### src/rtl/branch_predictor.sv
// Fetch-side direct-mapped BTB with 2-bit counters, plus EX-stage mispredict
// detection, redirect generation and table training.
module branch_predictor #(
    parameter int ENTRIES = 16,
    parameter int XLEN    = 32
) (
    input  logic            clk,
    input  logic            reset,
    input  logic            if_valid,
    input  logic [XLEN-1:0] if_pc,
    output logic            pred_taken,
    output logic [XLEN-1:0] pred_target,
    input  logic            ex_valid,
    input  logic [XLEN-1:0] ex_pc,
    input  logic            ex_taken,
    input  logic [XLEN-1:0] ex_target,
    input  logic            ex_pred_taken,
    input  logic [XLEN-1:0] ex_pred_target,
    output logic            redirect,
    output logic [XLEN-1:0] redirect_pc,
    output logic            flush,
    output logic [31:0]     branch_cnt,
    output logic [31:0]     mispred_cnt
);

    localparam int IDXW = $clog2(ENTRIES);
    localparam int TAGW = XLEN - IDXW - 2;

    // EX side is valid-only: ex_valid qualifies every ex_* input for exactly
    // one cycle and there is no ready; the unit accepts a resolve every cycle.

    logic            valid_q  [ENTRIES];
    logic [TAGW-1:0] tag_q    [ENTRIES];
    logic [XLEN-1:0] target_q [ENTRIES];
    logic [1:0]      ctr_q    [ENTRIES];

    logic [IDXW-1:0] if_idx;
    logic [IDXW-1:0] ex_idx;
    logic [TAGW-1:0] if_tag;
    logic [TAGW-1:0] ex_tag;
    logic            if_hit;
    logic            ex_hit;
    logic            mis;
    logic            ex_live;
    logic [XLEN-1:0] if_pc_plus4;
    logic [XLEN-1:0] ex_pc_plus4;

    logic [31:0] branch_cnt_q;
    logic [31:0] mispred_cnt_q;
    logic [31:0] branch_cnt_d;
    logic [31:0] mispred_cnt_d;

    assign if_idx      = if_pc[IDXW+1:2];
    assign if_tag      = if_pc[XLEN-1:IDXW+2];
    assign ex_idx      = ex_pc[IDXW+1:2];
    assign ex_tag      = ex_pc[XLEN-1:IDXW+2];
    assign if_pc_plus4 = if_pc + XLEN'(4);
    assign ex_pc_plus4 = ex_pc + XLEN'(4);

    assign if_hit  = valid_q[if_idx] && (tag_q[if_idx] == if_tag);
    assign ex_hit  = valid_q[ex_idx] && (tag_q[ex_idx] == ex_tag);
    assign ex_live = ex_valid && !reset;

    // Lookup reads only the registered table, so a same-cycle update to the
    // same index is not visible until the following cycle.
    always_comb begin
        pred_taken  = 1'b0;
        pred_target = if_pc_plus4;
        if (!reset && if_valid && if_hit && ctr_q[if_idx][1]) begin
            pred_taken  = 1'b1;
            pred_target = target_q[if_idx];
        end
    end

    assign mis = ex_live &&
                 ((ex_taken != ex_pred_taken) ||
                  (ex_taken && (ex_pred_target != ex_target)));

    always_comb begin
        redirect    = 1'b0;
        redirect_pc = '0;
        if (mis) begin
            redirect    = 1'b1;
            redirect_pc = ex_taken ? ex_target : ex_pc_plus4;
        end
    end

    assign flush = redirect;

    always_ff @(posedge clk) begin
        if (reset) begin
            for (int i = 0; i < ENTRIES; i++) begin
                valid_q[i] <= 1'b0;
                ctr_q[i]   <= 2'b01;
            end
        end else if (ex_valid) begin
            if (ex_hit) begin
                if (ex_taken) begin
                    ctr_q[ex_idx]    <= (ctr_q[ex_idx] == 2'b11) ? 2'b11 : ctr_q[ex_idx] + 2'b01;
                    target_q[ex_idx] <= ex_target;
                end else begin
                    ctr_q[ex_idx] <= (ctr_q[ex_idx] == 2'b00) ? 2'b00 : ctr_q[ex_idx] - 2'b01;
                end
            end else if (ex_taken) begin
                // A taken miss claims the slot even if another branch aliases it.
                valid_q[ex_idx]  <= 1'b1;
                tag_q[ex_idx]    <= ex_tag;
                target_q[ex_idx] <= ex_target;
                ctr_q[ex_idx]    <= 2'b10;
            end
        end
    end

    assign branch_cnt_d  = branch_cnt_q + {31'b0, ex_live};
    assign mispred_cnt_d = mispred_cnt_q + {31'b0, mis};

    always_ff @(posedge clk) begin
        if (reset) begin
            branch_cnt_q  <= '0;
            mispred_cnt_q <= '0;
        end else begin
            branch_cnt_q  <= branch_cnt_d;
            mispred_cnt_q <= mispred_cnt_d;
        end
    end

    assign branch_cnt  = branch_cnt_q;
    assign mispred_cnt = mispred_cnt_q;

endmodule

### config.mk
export PLATFORM = sky130hd
export DESIGN_NAME = branch_predictor
export DESIGN_NICKNAME = d
export VERILOG_FILES = /design/src/rtl/branch_predictor.sv
export SDC_FILE = /design/constraint.sdc
export NUM_CORES = 2
export LEC_CHECK = 0
export ABC_CLOCK_PERIOD_IN_PS = 7490
export BUFFER_PORTS_ARGS = -buffer_cell sky130_fd_sc_hd__buf_2
export CAP_MARGIN = 30
export CORE_MARGIN = 4
export CORE_UTILIZATION = 61
export DETAILED_ROUTE_END_ITERATION = 10
export PLACE_DENSITY = 0.88
export SLEW_MARGIN = 20
export SYNTH_ARGS = -nofsm -noshare
export SYNTH_HDL_FRONTEND = slang
export SYNTH_SLANG_ARGS = --single-unit
### constraint.sdc
create_clock -name clk -period 7.49 [get_ports clk]
set_input_delay 0.3745 -clock clk [delete_from_list [all_inputs] [get_ports clk]]
set_output_delay 0.3745 -clock clk [all_outputs]
set_load 0.01 [all_outputs]
Word level (Yosys, flattened, before mapping):

Memories as Yosys holds them, arrays and structs flattened.
Index checks and enable logic that the tools add are counted.

* register bits after elaboration: 64
* RAM bits: 976
* input bits: 134
* output and inout bits: 131
* memories: 4

* add/sub/neg operators: 6
* eq/ne operators: 5
* multiplexer cells: 32
* bitwise gates (word level): 3
* reductions and logical operators: 13

Memory list
* target_q: words 16, width 32, rd ports 1, clocked after Yosys merged registers in 0, write ports 1, RTL line 34 `logic [XLEN-1:0] target_q [ENTRIES];`
* tag_q: words 16, width 26, rd ports 2, clocked after Yosys merged registers in 0, write ports 1, RTL line 33 `logic [TAGW-1:0] tag_q [ENTRIES];`
* ctr_q: words 16, width 2, rd ports 2, clocked after Yosys merged registers in 0, write ports 16, RTL line 35 `logic [1:0] ctr_q [ENTRIES];`
* valid_q: words 16, width 1, rd ports 2, clocked after Yosys merged registers in 0, write ports 16, RTL line 32 `logic valid_q [ENTRIES];`

Operators by type and width (number)
* $mux W32: 4
* $add A32 B1 Y32: 2
* $add A32 B3 Y32 const B: 2
* $eq A26 B26 Y1: 2
* $ne A32 B32 Y1: 1
* $mux W1: 21
* $mux W2: 5
* $logic_and A1 B1 Y1: 8
* $mux W4: 2
* $or A1 B1 Y1: 3
* $add A2 B1 Y2 const B: 1
* $eq A2 B2 Y1 const B: 1
* $logic_not A2 Y1: 1
* $reduce_or A2 Y1: 1
* $sub A2 B1 Y2 const B: 1
* $logic_not A1 Y1: 1
* $logic_or A1 B1 Y1: 1
* $ne A1 B1 Y1: 1
* $reduce_or A1 Y1: 1

Logic depth before layout (Yosys ltp):

An unclocked memory read counts as a cell.

* word-level depth: 11
* mapped depth: 16
* gate-level depth less buffers: 16

Worst setup path before layout:

OpenSTA, ideal clock, no wires.

* path type: in2reg
* start: input port ex_pc[2]
* end: memory tag_q[3][0] in the netlist's numbering, enable pin
* setup time: 409 ps
* data arrival time: 3603 ps
* setup slack: 3478 ps
* cell stages on the path: 11
* path buffers: 4
* cell sequence: buf_6 buf_6 buf_2 mux4_2 nand4_1 o21ai_0 nor4b_1 a2111o_1 o31ai_2 clkbuf_1 nor2_1

* cells in the longest elaborated chain, start to end: 7
* elaborated cells on any way between the ends: 8

Ends and longest elaborated chain
* start, declared: RTL line 14 `input logic [XLEN-1:0] ex_pc,`
* $mem_v2 Z16 W26
* $eq A26 B26 Y1: RTL line 61 `assign ex_hit = valid_q[ex_idx] && (tag_q[ex_idx] == ex_tag);`
* $logic_and A1 B1 Y1: RTL line 61
* $mux W1: RTL line 97 `if (ex_hit) begin`
* $mux W1: RTL line 96 `end else if (ex_valid) begin`
* $mux W1: RTL line 91 `if (reset) begin`
* $mux W1 (not written as such): RTL line 107 `tag_q[ex_idx] <= ex_tag;`
* end, declared: RTL line 33

Several ways; a longest one is shown, not always the timed one.

Worst setup path in the final report:

* start: input port if_pc[2]
* end: output port pred_target[7]

* cells in the longest elaborated chain, start to end: 6
* elaborated cells on any way between the ends: 10

Ends and longest elaborated chain
* start, declared: RTL line 10 `input logic [XLEN-1:0] if_pc,`
* $mem_v2 Z16 W26
* $eq A26 B26 Y1: RTL line 60 `assign if_hit = valid_q[if_idx] && (tag_q[if_idx] == if_tag);`
* $logic_and A1 B1 Y1: RTL line 60
* $logic_and A1 B1 Y1 (2 in series): RTL line 69 `if (!reset && if_valid && if_hit && ctr_q[if_idx][1]) begin`
* $mux W32 *: RTL line 69
* end, declared: RTL line 12 `output logic [XLEN-1:0] pred_target,`

Every way passes the cells marked *; elsewhere a longest branch is shown, timed or not.

==> results.yml <==
cts:
  numCtsBuffers: 101
  insertion_delay_ns: 0.70
  cts_setup_buffers: 0
  cts-root-buf: "clkbuf_16"
  holdBufCountCts: 0
  cts_tree: "built"
  clockBufferDepth: 3
  clkSlewWorstSetupHoldPaths_ns: 0.07
  cts_sinks: 1040
  cts_resized: 0
  ctsHtreeMaxLevel: 3
run:
  cap_violations: 0
drt:
  met3_length_um: 21400
  route.met2.wl_um: 66300
  drtIter0Drc: 5225
  antenna_left: 0
  drt-met1-wl_um: 44700
  vias: 29700
  top_layer: "met5"
  wirelength_um: 143000
  wl_per_cell_um: 35.9
  via_per_inst: 7.49
  drc: 0
  firstDrtPassIters: 9
timing:
  fin_ws_ns: 1.59
  rsz0062_at_grt: "no"
  fin_crit_ns: 5.90
  setup_viol: 0
  drv_slew: 0
  hold_violations: 0
  max_freq_mhz: 169
  slew_headroom_pct: 25.1
  holdWs_ns: 0.0963
  fin_setup_tns_ns: 0
  finClkSkew_ns: 0.0416
  worst_slew_pin_slew_ns: 1.12
  post-route-period-util_pct: 78.8
critical_path:
  r2r_setup_slack_ns: 3.24
  crit_path_end_kind: "primary output"
  slowest_delay_ns: 0.74
  critPathArrivalTime_ns: 5.53
  path_class: "primary input to primary output"
  crit_required_ns: 7.12
  cp-start-kind: "primary input"
  crit_chain: "buf_8, buf_4, mux4_2, mux4_2, xor2_1, nor4_1, nand4_1, nor4_4, buf_4, mux2_2, buf_2"
  critPathMaxFanout: 81
  critical-path-top-delay-family: "buffers and inverters"
  crit_slowest_cell: "nor4_1"
  path_buf_inv: 4
pwr:
  vdd_drop_max_uv: 198
  power.density_nw_per_um2: 238
  p_leak_uw: 0.0174
die:
  die_h_um: 284
  die_w_um: 284
  coreArea_sq_um: 75800
  rows: 101
  initial_core_util_pct: 61.4
  io_pins: 265
  dieArea_sq_um: 80800
placement:
  dp_cells: 3771
  place_congestion: 0.927
  dp_hpwl_um: 83600
  portBuffers: 264
  place_ws_ns: 1.83
final_layout:
  final_util_pct: 69.3
  nets: 3043
  stdcell_count: 3970
  drive_gt1_share_pct: 31.0
  syn_to_final_growth_pct: 13.0
synthesis:
  synth_edf_count: 960
  yosysMostFrequentCell: "edfxtp_1"
  synth_top_area_cell: "edfxtp_1"
  yosys-top-cells-count: "edfxtp_1, mux4_2, nor2_1"
  netlist-cell-type-count: 58
  ys_seq_elements: 1040
  synth.avg_cell_area_sq_um: 17.7
  ys_top_cells_by_area: "edfxtp_1, mux4_2, dfxtp_1, mux2i_1, xor2_1"
  yosys.area.top_type_share_pct: 62.0
  synth.yosys.seq_area_share_pct: 65.4
  async_reset_ff_share_pct: 0
  yosysWarnings: 0
  synth_nets: 2769
  synth.cell_area_sq_um: 46500
  synth_flop_cell: "edfxtp_1"
  syn-instance-count: 2626
global_route:
  grt_pass1_wl_um: 206000
  grt_pass1_vias: 30000
  antenna_found_initial: 15
  track_usage_pct: 35.2
  grt_overflow: 0
  grt_max_degree: 98
worst_hold_path:
  min_path_type: "primary input to flip-flop"
run_status:
  run_status: "finished clean"
-- cell type report --
cell class	instances	area [sq um]
fill	4310	23200
clock buffer	130	2730
antenna	8	20.0
multi-input combinational	1400	15500
inverter	28	105
tap	978	1220
clock inverter	57	587
sequential	1040	30400
timing repair buffer	329	1970
-- cells in the final DEF, fill, tap and decap left out, drive strengths merged, types with 8 or more instances in the layout --
cell      n
mux4    363
or3      11
o22ai    19
o211ai   11
mux2i   116
inv      32
nor4     18
and3     31
edfxtp  960
bufinv    9
mux2     43
or3b     16
diode     8
nor3     26
a22oi    21
nand4    29
a211oi    9
o21ai    26
a21oi    49
clkinv   41
dfxtp    80
buf     328
o21bai   16
ha        9
clkbuf  131
nand2    96
nand3    59
xor2    123
a22o      9
nor2    161
xnor2    71
nor2b    25
-- flip-flops by register name, summed over array words and instances, names as in the netlist --
| signal | count |
|---|---|
| valid_q | 16 |
| tag_q | 416 |
| branch_cnt | 32 |
| mispred_cnt | 32 |
| target_q | 512 |
| ctr_q | 32 |
-- layer usage --
metal | global-route usage, % | up-vias
met3 | 12.0 | 745
met5 | 0 | -
met4 | 18.8 | 12
met2 | 54.8 | 3070
met1 | 44.1 | 14700
li1 | - | 11200
-- worst reg2reg max path, stage by stage (launching register included) --
cell and delay, ns:
edfxtp_1 0.45, mux2_2 0.32, o22ai_1 0.26, nor4_1 0.10
nor4b_1 0.86, a2111o_1 0.29, o31ai_4 0.08, buf_4 0.34
nor2_4 0.85, buf_4 0.38
-- stage by stage --
stage | area, sq um | power, uW
finish | 52600 | 12500
global route | 52600 | 12800
CTS | 52500 | 12500
detailed placement | 49100 | 7450
global placement | 49100 | 7410
floorplan | 46500 | 7070
-- worst paths after layout --
kind              cells after the start                to     startpoint
setup / recovery                     11    pred_target[7]       if_pc[2]
hold / removal                        1  target_q[10][12]  ex_target[12]
setup reg to reg                      9      tag_q[13][6]   tag_q[1][19]
hold reg to reg                       2        valid_q[7]     valid_q[7]
-- cell families (layout without fill, tap and decap cells) --
| family | after synthesis | in the layout | share of synthesized area [%] |
|---|---|---|---|
| mux | 522 | 522 | 21.1 |
| compound gates | 181 | 181 | 2.59 |
| buf+inv | 186 | 544 | 1.81 |
| other cells | 0 | 8 | 0 |
| flops | 1040 | 1040 | 65.4 |
| simple gates | 494 | 494 | 5.20 |
| fa+ha+maj | 9 | 9 | 0.242 |
| xor+xnor | 194 | 194 | 3.65 |
-- where the power goes --
part	total, uW	internal [uW]	leakage (uW)	switching, uW
clock	5140	2900	0.00162	2240
combinational	993	376	0.00650	616
sequential	6400	6380	0.00927	20.7
total	12500	9650	0.0174	2880
(Power assumes the default switching activity.)
